--- src/rtl/disp_pkg.sv ---
// disp_pkg: shared constants and types for the display scanner.
//   NUM_SLOTS      - scan slots per frame (six digits plus one annunciator slot)
//   SLOT_*         - slot indices in scan order
//   ANN_*          - bit positions of the annunciators on the segment bus
//   slot_t         - slot index type
//   snap_t         - one frame's worth of captured display inputs
//   slot_onehot()  - digit-enable pattern for a slot
package disp_pkg;

  localparam int NUM_SLOTS = 7;

  typedef logic [2:0] slot_t;

  localparam slot_t SLOT_U10   = 3'd0;
  localparam slot_t SLOT_U01   = 3'd1;
  localparam slot_t SLOT_L1000 = 3'd2;
  localparam slot_t SLOT_L0100 = 3'd3;
  localparam slot_t SLOT_L0010 = 3'd4;
  localparam slot_t SLOT_L0001 = 3'd5;
  localparam slot_t SLOT_ANN   = 3'd6;

  localparam int ANN_AVS   = 0;
  localparam int ANN_DAY   = 1;
  localparam int ANN_MAX   = 2;
  localparam int ANN_TIM   = 3;
  localparam int ANN_COL   = 4;
  localparam int ANN_POINT = 5;

  typedef struct packed {
    logic [7:0] u10;
    logic [7:0] u01;
    logic [7:0] l1000;
    logic [7:0] l0100;
    logic [7:0] l0010;
    logic [7:0] l0001;
    logic [5:0] ann;
  } snap_t;

  function automatic logic [6:0] slot_onehot(input slot_t s);
    return 7'd1 << s;
  endfunction

endpackage

--- src/rtl/disp_slot_timer.sv ---
// disp_slot_timer: dwell counter and slot sequencer for the display scanner.
// Optional macro DISP_BRIGHTNESS_EN exposes the dwell counter so the parent
// can shorten the lit window.
// Ports:
//   clock      in   system clock
//   reset      in   synchronous, active-high
//   slot       out  current scan slot (0..6)
//   frame_tick out  high while slot==0 and tick==0 (first cycle of a frame)
//   blank      out  high during the first BLANK_CYCLES cycles of each slot
//   tick       out  dwell counter (only with DISP_BRIGHTNESS_EN)
module disp_slot_timer
  import disp_pkg::*;
#(
  parameter int DWELL_CYCLES = 1000,
  parameter int BLANK_CYCLES = 8,
  parameter int TICK_W       = (DWELL_CYCLES > 1) ? $clog2(DWELL_CYCLES) : 1
) (
  input  logic              clock,
  input  logic              reset,
  output slot_t             slot,
  output logic              frame_tick,
  output logic              blank
`ifdef DISP_BRIGHTNESS_EN
  ,
  output logic [TICK_W-1:0] tick
`endif
);

  localparam logic [TICK_W-1:0] LAST_TICK = TICK_W'(DWELL_CYCLES - 1);
  localparam logic [TICK_W-1:0] BLANK_T   = TICK_W'(BLANK_CYCLES);

  logic [TICK_W-1:0] tick_r;
  slot_t             slot_r;

  // Dwell counter wraps every DWELL_CYCLES; each wrap advances the slot 0..6.
  always_ff @(posedge clock) begin
    if (reset) begin
      tick_r <= '0;
      slot_r <= SLOT_U10;
    end else if (tick_r == LAST_TICK) begin
      tick_r <= '0;
      slot_r <= (slot_r == SLOT_ANN) ? SLOT_U10 : slot_r + 3'd1;
    end else begin
      tick_r <= tick_r + TICK_W'(1);
      slot_r <= slot_r;
    end
  end

  assign slot       = slot_r;
  assign frame_tick = (slot_r == SLOT_U10) && (tick_r == '0);
  assign blank      = (tick_r < BLANK_T);
`ifdef DISP_BRIGHTNESS_EN
  assign tick       = tick_r;
`endif

endmodule

--- src/rtl/disp_scan.sv ---
// disp_scan: frame-snapshotting, time-multiplexed display driver.
// Captures all digit patterns and annunciators once per frame and scans them
// onto a shared segment bus with one-hot digit enables and a blanking gap at
// each slot change.
// Optional macro DISP_BRIGHTNESS_EN adds a 2-bit bright input that limits the
// lit window to ((DWELL_CYCLES-BLANK_CYCLES)*(bright+1))/4 cycles per slot.
// Ports:
//   clock, reset                     clock and synchronous active-high reset
//   upper10..lower0001 [7:0]         segment patterns {dp,g..a}
//   AVS, DAY, MAX, TIM, col, point   annunciator requests
//   bright [1:0]                     brightness (only with DISP_BRIGHTNESS_EN)
//   seg [7:0]                        shared segment bus (registered)
//   dig_en [6:0]                     one-hot slot enable, bit 6 = annunciators
//   frame_start                      one-cycle pulse after the snapshot loads
module disp_scan
  import disp_pkg::*;
#(
  parameter int DWELL_CYCLES = 1000,
  parameter int BLANK_CYCLES = 8
) (
  input  logic       clock,
  input  logic       reset,
  input  logic [7:0] upper10,
  input  logic [7:0] upper01,
  input  logic [7:0] lower1000,
  input  logic [7:0] lower0100,
  input  logic [7:0] lower0010,
  input  logic [7:0] lower0001,
  input  logic       AVS,
  input  logic       DAY,
  input  logic       MAX,
  input  logic       TIM,
  input  logic       col,
  input  logic       point,
`ifdef DISP_BRIGHTNESS_EN
  input  logic [1:0] bright,
`endif
  output logic [7:0] seg,
  output logic [6:0] dig_en,
  output logic       frame_start
);

  localparam int TICK_W = (DWELL_CYCLES > 1) ? $clog2(DWELL_CYCLES) : 1;

  slot_t      slot_s;
  logic       frame_tick_s;
  logic       blank_s;
  snap_t      snap_r;
  snap_t      snap_in_s;
  snap_t      snap_next_s;
  logic       lit_s;
  logic [7:0] seg_r;
  logic [7:0] seg_next_s;
  logic [6:0] dig_en_r;
  logic [6:0] en_next_s;
  logic       frame_start_r;

`ifdef DISP_BRIGHTNESS_EN
  localparam logic [31:0] LIT_SPAN = 32'(DWELL_CYCLES - BLANK_CYCLES);
  logic [TICK_W-1:0] tick_s;
  logic [1:0]        bright_r;
  logic [1:0]        bright_next_s;
  logic [31:0]       on_len_s;
  logic [31:0]       offset_s;
`endif

  disp_slot_timer #(
    .DWELL_CYCLES(DWELL_CYCLES),
    .BLANK_CYCLES(BLANK_CYCLES),
    .TICK_W      (TICK_W)
  ) u_timer (
    .clock     (clock),
    .reset     (reset),
    .slot      (slot_s),
    .frame_tick(frame_tick_s),
    .blank     (blank_s)
`ifdef DISP_BRIGHTNESS_EN
    ,
    .tick      (tick_s)
`endif
  );

  // Gather the live inputs into snapshot layout.
  always_comb begin
    snap_in_s                = '0;
    snap_in_s.u10            = upper10;
    snap_in_s.u01            = upper01;
    snap_in_s.l1000          = lower1000;
    snap_in_s.l0100          = lower0100;
    snap_in_s.l0010          = lower0010;
    snap_in_s.l0001          = lower0001;
    snap_in_s.ann[ANN_AVS]   = AVS;
    snap_in_s.ann[ANN_DAY]   = DAY;
    snap_in_s.ann[ANN_MAX]   = MAX;
    snap_in_s.ann[ANN_TIM]   = TIM;
    snap_in_s.ann[ANN_COL]   = col;
    snap_in_s.ann[ANN_POINT] = point;
  end

  // The output stage uses the values being captured on the frame-start edge,
  // so even with no blanking the first lit cycle of a frame is never stale.
  always_comb begin
    snap_next_s = snap_r;
`ifdef DISP_BRIGHTNESS_EN
    bright_next_s = bright_r;
`endif
    if (frame_tick_s) begin
      snap_next_s = snap_in_s;
`ifdef DISP_BRIGHTNESS_EN
      bright_next_s = bright;
`endif
    end else begin
      snap_next_s = snap_r;
`ifdef DISP_BRIGHTNESS_EN
      bright_next_s = bright_r;
`endif
    end
  end

  // Lit window: after the blanking gap, optionally cut short by brightness.
  always_comb begin
    lit_s = 1'b0;
`ifdef DISP_BRIGHTNESS_EN
    on_len_s = (LIT_SPAN * (32'(bright_next_s) + 32'd1)) >> 2;
    offset_s = 32'(tick_s) - 32'(BLANK_CYCLES);
    if (blank_s) begin
      lit_s = 1'b0;
    end else begin
      lit_s = (offset_s < on_len_s);
    end
`else
    if (blank_s) begin
      lit_s = 1'b0;
    end else begin
      lit_s = 1'b1;
    end
`endif
  end

  // Segment/enable selection for the current slot.
  always_comb begin
    seg_next_s = '0;
    en_next_s  = '0;
    if (lit_s) begin
      en_next_s = slot_onehot(slot_s);
      case (slot_s)
        SLOT_U10:   seg_next_s = snap_next_s.u10;
        SLOT_U01:   seg_next_s = snap_next_s.u01;
        SLOT_L1000: seg_next_s = snap_next_s.l1000;
        SLOT_L0100: seg_next_s = snap_next_s.l0100;
        SLOT_L0010: seg_next_s = snap_next_s.l0010;
        SLOT_L0001: seg_next_s = snap_next_s.l0001;
        SLOT_ANN:   seg_next_s = {2'b00, snap_next_s.ann};
        default: begin
          seg_next_s = '0;
          en_next_s  = '0;
        end
      endcase
    end else begin
      seg_next_s = '0;
      en_next_s  = '0;
    end
  end

  // Snapshot and output registers.
  always_ff @(posedge clock) begin
    if (reset) begin
      snap_r        <= '0;
      seg_r         <= '0;
      dig_en_r      <= '0;
      frame_start_r <= 1'b0;
`ifdef DISP_BRIGHTNESS_EN
      bright_r      <= 2'd0;
`endif
    end else begin
      snap_r        <= snap_next_s;
      seg_r         <= seg_next_s;
      dig_en_r      <= en_next_s;
      frame_start_r <= frame_tick_s;
`ifdef DISP_BRIGHTNESS_EN
      bright_r      <= bright_next_s;
`endif
    end
  end

  assign seg         = seg_r;
  assign dig_en      = dig_en_r;
  assign frame_start = frame_start_r;

endmodule

--- config.mk ---
export PLATFORM = sky130hd
export DESIGN_NAME = disp_scan
export DESIGN_NICKNAME = d
export VERILOG_FILES = /design/src/rtl/disp_pkg.sv /design/src/rtl/disp_slot_timer.sv /design/src/rtl/disp_scan.sv
export SDC_FILE = /design/constraint.sdc
export NUM_CORES = 1
export LEC_CHECK = 0
export ABC_AREA = 0
export CAP_MARGIN = 20
export CELL_PAD_IN_SITES_DETAIL_PLACEMENT = 1
export CELL_PAD_IN_SITES_GLOBAL_PLACEMENT = 1
export CORE_ASPECT_RATIO = 1.5
export CORE_MARGIN = 5
export CORE_UTILIZATION = 46
export DETAILED_ROUTE_END_ITERATION = 10
export DONT_BUFFER_PORTS = 1
export PLACE_DENSITY_LB_ADDON = 0.15
export SLEW_MARGIN = 20
export SYNTH_ARGS = -nofsm -noshare
export SYNTH_HDL_FRONTEND = slang
export SYNTH_SLANG_ARGS = --single-unit
--- constraint.sdc ---
create_clock -name clock -period 2.08 [get_ports clock]
set_input_delay 0.104 -clock clock [delete_from_list [all_inputs] [get_ports clock]]
set_output_delay 0.104 -clock clock [all_outputs]
set_load 0.005 [all_outputs]
==> results.yml, run 1 <==
placed_design:
  place_hpwl_microns: 6050
  routabilityCongestion: 0.754
  post_dp_cell_area_sq_mm: 0.00355
  place_inst: 484
  place_ws_ps: 115
  portBuffers: 0
critical_path:
  reg2reg_depth: 8
  worst_ep_required_time_ps: 2340
  path_max_fanout: 8
  reg2reg_from: "u_timer.tick_r[0]"
  r2r_slack_ps: 100
  worstSetupPathType: "reg -> reg"
  cp-startpoint: "u_timer.tick_r[0]"
  crit_path_end_kind: "flip-flop"
  worstSetupStartpointType: "flip-flop"
  arrival_ps: 2230
  r2r_end: "seg[4]"
synthesis:
  synth_top_cell_by_area: "dfxtp_1"
  synth_common_cells: "dfxtp_1, nand2_1, nor2_1"
  synth_area_leaders: "dfxtp_1, nand2_1, a21oi_1, mux2i_1, nor2_1"
  synth_seq_cells: 83
  syn_nets: 453
  synth_most_common_cell: "dfxtp_1"
  synthCells: 393
  synth_area_per_cell_sq_um: 8.67
  synth-edff-count: 0
  async_reset_ff_share_pct: 0
  ys_seq_area_share_pct: 48.8
  synth_top_area_share_pct: 48.8
  ys_warn_count: 0
  synth_ff_type: "dfxtp_1"
  synth.cell_area_sq_mm: 0.00341
  synth_cell_type_count: 42
floorplanning:
  die_w_microns: 80.3
  coreArea_sq_mm: 0.00723
  die_h_microns: 115
  floorplan.initialDensity_pct: 47.1
  row_count: 38
  io_pins: 72
  dieArea_sq_mm: 0.00926
sta:
  period_share_pct: 95.0
  fmax_ghz: 0.506
  tns_ps: 0
  worst_pin_slew_ps: 540
  holdWs_ps: 22.3
  period_needed_ps: 1980
  finalHoldViolCount: 0
  slew_headroom_pct: 63.7
  fin_skew_ps: 12.1
  finalMaxSlewViolations: 0
  setup_ws_ps: 103
  setup_viol_count_final: 0
drt:
  drt_iter0_drc: 105
  drc_errors: 0
  viasPerCell: 5.35
  vias: 2934
  wire_per_inst_microns: 17.4
  antenna_left: 0
  drt_first_pass_iters: 4
  totalWireLength_microns: 9550
final_layout:
  diodes: 0
  final-instance-count-excl-fill: 548
  n_fill_cell: 854
  fin_util_pct: 59.0
  areaGrowthSynthToFinish_pct: 25.1
  fin_nets: 503
  stdcell_area_sq_mm: 0.00426
  drive_above_1_share_pct: 11.6
global_route:
  grt_pass1_vias: 3220
  grt_pass1_wl_microns: 15900
  gr-total-overflow: 0
  grt_max_degree: 61
  antenna_found_initial: 0
  grtUsageTotal_pct: 22.5
worst_hold_path:
  min_to: "u_timer.tick_r[1]"
  worstHoldStart: "reset"
  worst_hold_path_type: "in -> reg"
  min_path_cells: 2
clock_tree:
  clkSlewWorstSetupHoldPaths_ps: 80
  cts_max_level: 3
  cts_tree: "done"
  clk_path_buf_depth: 2
  numCtsBuffers: 9
  root_buffer: "clkbuf_8"
  cts_sinks: 83
  clk_latency_ps: 360
power:
  finalPower_mw: 3.34
  ir_worst_vdd_v: 0.000573
  powerDensity_mw_per_mm2: 784
  p_leak_nw: 1.69
run_status:
  status: "complete, no violations"
run:
  cap_viol_max_count: 0
## power breakdown
group / switching, mW / internal, mW / total [mW]
combinational: 0.255 / 0.213 / 0.468
clock: 0.567 / 0.562 / 1.13
sequential: 0.0514 / 1.69 / 1.75
## cells by family (layout without fill, tap and decap cells)
group                      count (synthesis)  count (layout)  synth area share, %
and+or+nand+nor                          161             161                 21.4
adders and majority gates                  4               4                 1.47
xor gates and xnor gates                   8               8                 2.06
muxes                                     26              26                 7.90
buffers and inverters                     33              88                 4.30
DFF                                       83              83                 48.8
AOI/OAI and AO/OA                         78              78                 14.1
## how the worst max path moves through the flow
stage / slack (ps) / to / depth (start not counted)
finish: 100 / seg[4] / 8
detailed placement: 120 / seg[0] / 8
floorplan: 190 / seg[0] / 9
global route: -0.5 / seg[4] / 8
global placement: 190 / seg[6] / 8
CTS: 100 / seg[0] / 8
## cell type report
cell class	instances	area, sq um	area share (%)
flip-flops and latches	83	1660	39.0
multi-input cells	277	1630	38.1
repair buffers	65	626	14.7
clock buffers	13	179	4.20
well taps	100	125	2.94
inverters	7	26.3	0.616
clock inverters	3	20.0	0.470
## metal layers
layer  vias up  global-route usage [%]  wire length (microns)
met4         0                    10.0                    217
met3        16                    5.17                    404
li1       1431                       -                      -
met1      1425                    24.1                   3730
met5         -                       0                      0
met2        62                    41.2                   5200
## flip-flops by register name (all words and copies together), names as in the netlist
name,cells
u_timer.tick_r,10
frame_start,1
dig_en,7
snap_r,54
seg,8
u_timer.slot,3
## cells in the final DEF, fill, tap and decap left out, types with 2 or more instances in the layout
cell type,synthesis,layout
a21oi_1,43,43
a22oi_1,8,8
clkinvlp_4,0,2
nor2_1,49,49
o21ai_0,7,7
xnor2_1,5,5
nor2b_1,7,6
nor3_1,2,2
buf_4,0,17
ha_1,4,4
inv_1,7,7
mux2i_2,0,2
dlygate4sd3_1,0,47
o22ai_1,2,2
or3_1,2,2
clkbuf_8,0,13
xor2_1,3,3
o221ai_1,6,6
mux2_2,7,7
nand3_1,6,6
and3_1,7,7
nand2_1,77,77
mux2i_1,19,17
dfxtp_1,83,83
o31ai_1,5,5
## worst max-delay path, cell delays in order (launching register included)
cell	delay, ps
dfxtp_1	400
inv_1	70
ha_1	200
nor2b_2	170
nand4_4	150
buf_4	220
mux2i_2	280
o22ai_1	140
o31a_1	250
## timing repair
item	in CTS	in global routing
hold buffers	48	0
setup endpoints to repair	0	5
resized for setup	0	4
endpoints found under the hold margin	64	0
buffers inserted	0	0
Power figures use the tool's default switching activity.
==> run 2, diff against run 1 <==
--- a/config.mk
+++ b/config.mk
@@ -11,7 +11,8 @@
 export CELL_PAD_IN_SITES_GLOBAL_PLACEMENT = 1
 export CORE_ASPECT_RATIO = 1.5
 export CORE_MARGIN = 5
-export CORE_UTILIZATION = 46
+export CORE_UTILIZATION = 48
+export CTS_BUF_LIST = sky130_fd_sc_hd__clkbuf_2 sky130_fd_sc_hd__clkbuf_4 sky130_fd_sc_hd__clkbuf_8
 export DETAILED_ROUTE_END_ITERATION = 10
 export DONT_BUFFER_PORTS = 1
 export PLACE_DENSITY_LB_ADDON = 0.15
==> run 2 against run 1 <==
Setup slack got worse by 64 ps. Sequential share of layout area rose by 0.23 points. Cell count fell by 4.2%. Die area fell by 3.7%. Wire length barely moved. Global-route usage rose by 0.22 points. Combinational power rose by 1%. Sequential power barely moved. Critical path type unchanged.
==> results.yml, run 2 (synthesis results as in run 1) <==
sta:
  slew_headroom_pct: 72.0
  setup_ws_ps: 38.8
  finalMaxSlewViolations: 0
  fmax_ghz: 0.490
  rsz0062_at_grt: "yes"
  worst_pin_slew_ps: 421
  period_share_pct: 98.1
  fin_skew_ps: 8.85
  period_needed_ps: 2040
  holdWs_ps: 16.5
  setup_viol_count_final: 0
  finalHoldViolCount: 0
global_route:
  grt_pass1_vias: 3222
  grt_max_degree: 61
  gr-total-overflow: 0
  grt_pass1_wl_microns: 15700
  antenna_found_initial: 0
  grtUsageTotal_pct: 22.7
floorplanning:
  dieArea_sq_mm: 0.00892
  coreArea_sq_mm: 0.00690
  die_h_microns: 113
  row_count: 37
  floorplan.initialDensity_pct: 49.4
  die_w_microns: 78.8
  io_pins: 72
final_layout:
  final-instance-count-excl-fill: 525
  fin_nets: 502
  layout_common_cells: "dfxtp_1, nand2_1, nor2_1"
  diodes: 0
  areaGrowthSynthToFinish_pct: 24.4
  regMostFlops: "snap_r"
  layout_commonest_cell: "dfxtp_1"
  largest_register_ffs: 54
  drive_above_1_share_pct: 11.2
power:
  p_leak_nw: 1.70
  p_clk_share_pct: 35.6
  swShare_pct: 25.6
  powerDensity_mw_per_mm2: 812
  power.switching_mw: 0.882
  p_int_mw: 2.56
  combPwrFrac_pct: 13.7
  ir_worst_vdd_v: 0.000473
  seq_power_share_pct: 50.7
critical_path:
  worstSetupPathType: "reg -> reg"
  crit_path_end_kind: "flip-flop"
  worstSetupStartpointType: "flip-flop"
  arrival_ps: 2300
  worst_ep_required_time_ps: 2340
  path_max_fanout: 14
placed_design:
  routabilityCongestion: 0.888
  place_ws_ps: 107
  portBuffers: 0
  place_hpwl_microns: 6100
  place_inst: 461
clock_tree:
  cts_max_level: 3
  clk_latency_ps: 360
  numCtsBuffers: 9
  cts_tree: "done"
  cts_sinks: 83
  clkSlewWorstSetupHoldPaths_ps: 80
  cts_setup_buffers: 0
  root_buffer: "clkbuf_8"
  clk_path_buf_depth: 2
drt:
  vias: 2936
  antenna_left: 0
  drt_first_pass_iters: 4
  totalWireLength_microns: 9560
  wire_per_inst_microns: 18.2
  viasPerCell: 5.59
  drt_iter0_drc: 123
  drc_errors: 0
run:
  cap_viol_max_count: 0
worst_hold_path:
  worst_hold_path_type: "in -> reg"
run_status:
  status: "complete, no violations"
## run 2: area by class of cell
| type | count | area, sq um |
|---|---|---|
| Clock inverter | 4 | 47.5 |
| Inverter | 7 | 26.3 |
| Clock buffer | 12 | 165 |
| Tap cell | 78 | 97.6 |
| Sequential cell | 83 | 1660 |
| Fill cell | 799 | 2660 |
| Timing Repair Buffer | 64 | 626 |
| Multi-Input combinational cell | 277 | 1610 |
## run 2: power groups by stage
stage               clock network [mW]  registers (mW)  logic (mW)
floorplan                            0            1.76       0.306
global placement                     0            1.77       0.346
detailed placement                   0            1.78       0.359
CTS                               1.25            1.74       0.456
global route                      1.32            1.76       0.530
finish                            1.22            1.74       0.473
## run 2: repair_timing
| item | CTS | global route |
|---|---|---|
| setup endpoints to repair | 0 | 6 |
| gates resized for setup | 0 | 4 |
| hold endpoints to repair | 66 | 0 |
| hold buffers | 48 | 0 |
## run 2: critical path, stage by stage (launching register included)
cell and delay (ps):
dfxtp_1 390, inv_1 60, ha_1 210, nor2b_2 180
nand4_4 160, buf_8 200, mux2i_1 320, nor2b_1 100
o31a_1 300
## run 2: metrics by stage
| step | total power, mW | utilization [%] | instance area [sq um] | setup TNS, ps |
|---|---|---|---|---|
| final | 3.44 | 61.4 | 4240 | 0 |
| after global routing | 3.61 | 61.4 | 4240 | -79.4 |
| after CTS | 3.45 | 61.2 | 4220 | 0 |
| after detailed placement | 2.14 | 50.9 | 3510 | 0 |
| after global placement | 2.12 | 50.9 | 3510 | 0 |
| after floorplan | 2.07 | - | 3410 | 0 |
## run 2: metal layers
| metal | share of wire [%] | routed length, microns | track usage (%) |
|---|---|---|---|
| met1 | 40 | 3860 | 24.6 |
| met2 | 54 | 5140 | 41.9 |
| met3 | 3.7 | 354 | 4.22 |
| met4 | 2.2 | 210 | 10.5 |
| met5 | 0 | 0 | 0 |
## run 2: final timing paths
| kind | cells after the start | start | slack (ps) | end |
|---|---|---|---|---|
| worst max-delay path | 8 | u_timer.tick_r[0] | 40 | seg[4] |
| worst min-delay path | 2 | reset | 20 | u_timer.tick_r[1] |
| worst max register to register | 8 | u_timer.tick_r[0] | 40 | seg[4] |
| worst min register to register | 2 | snap_r[7] | 460 | snap_r[7] |
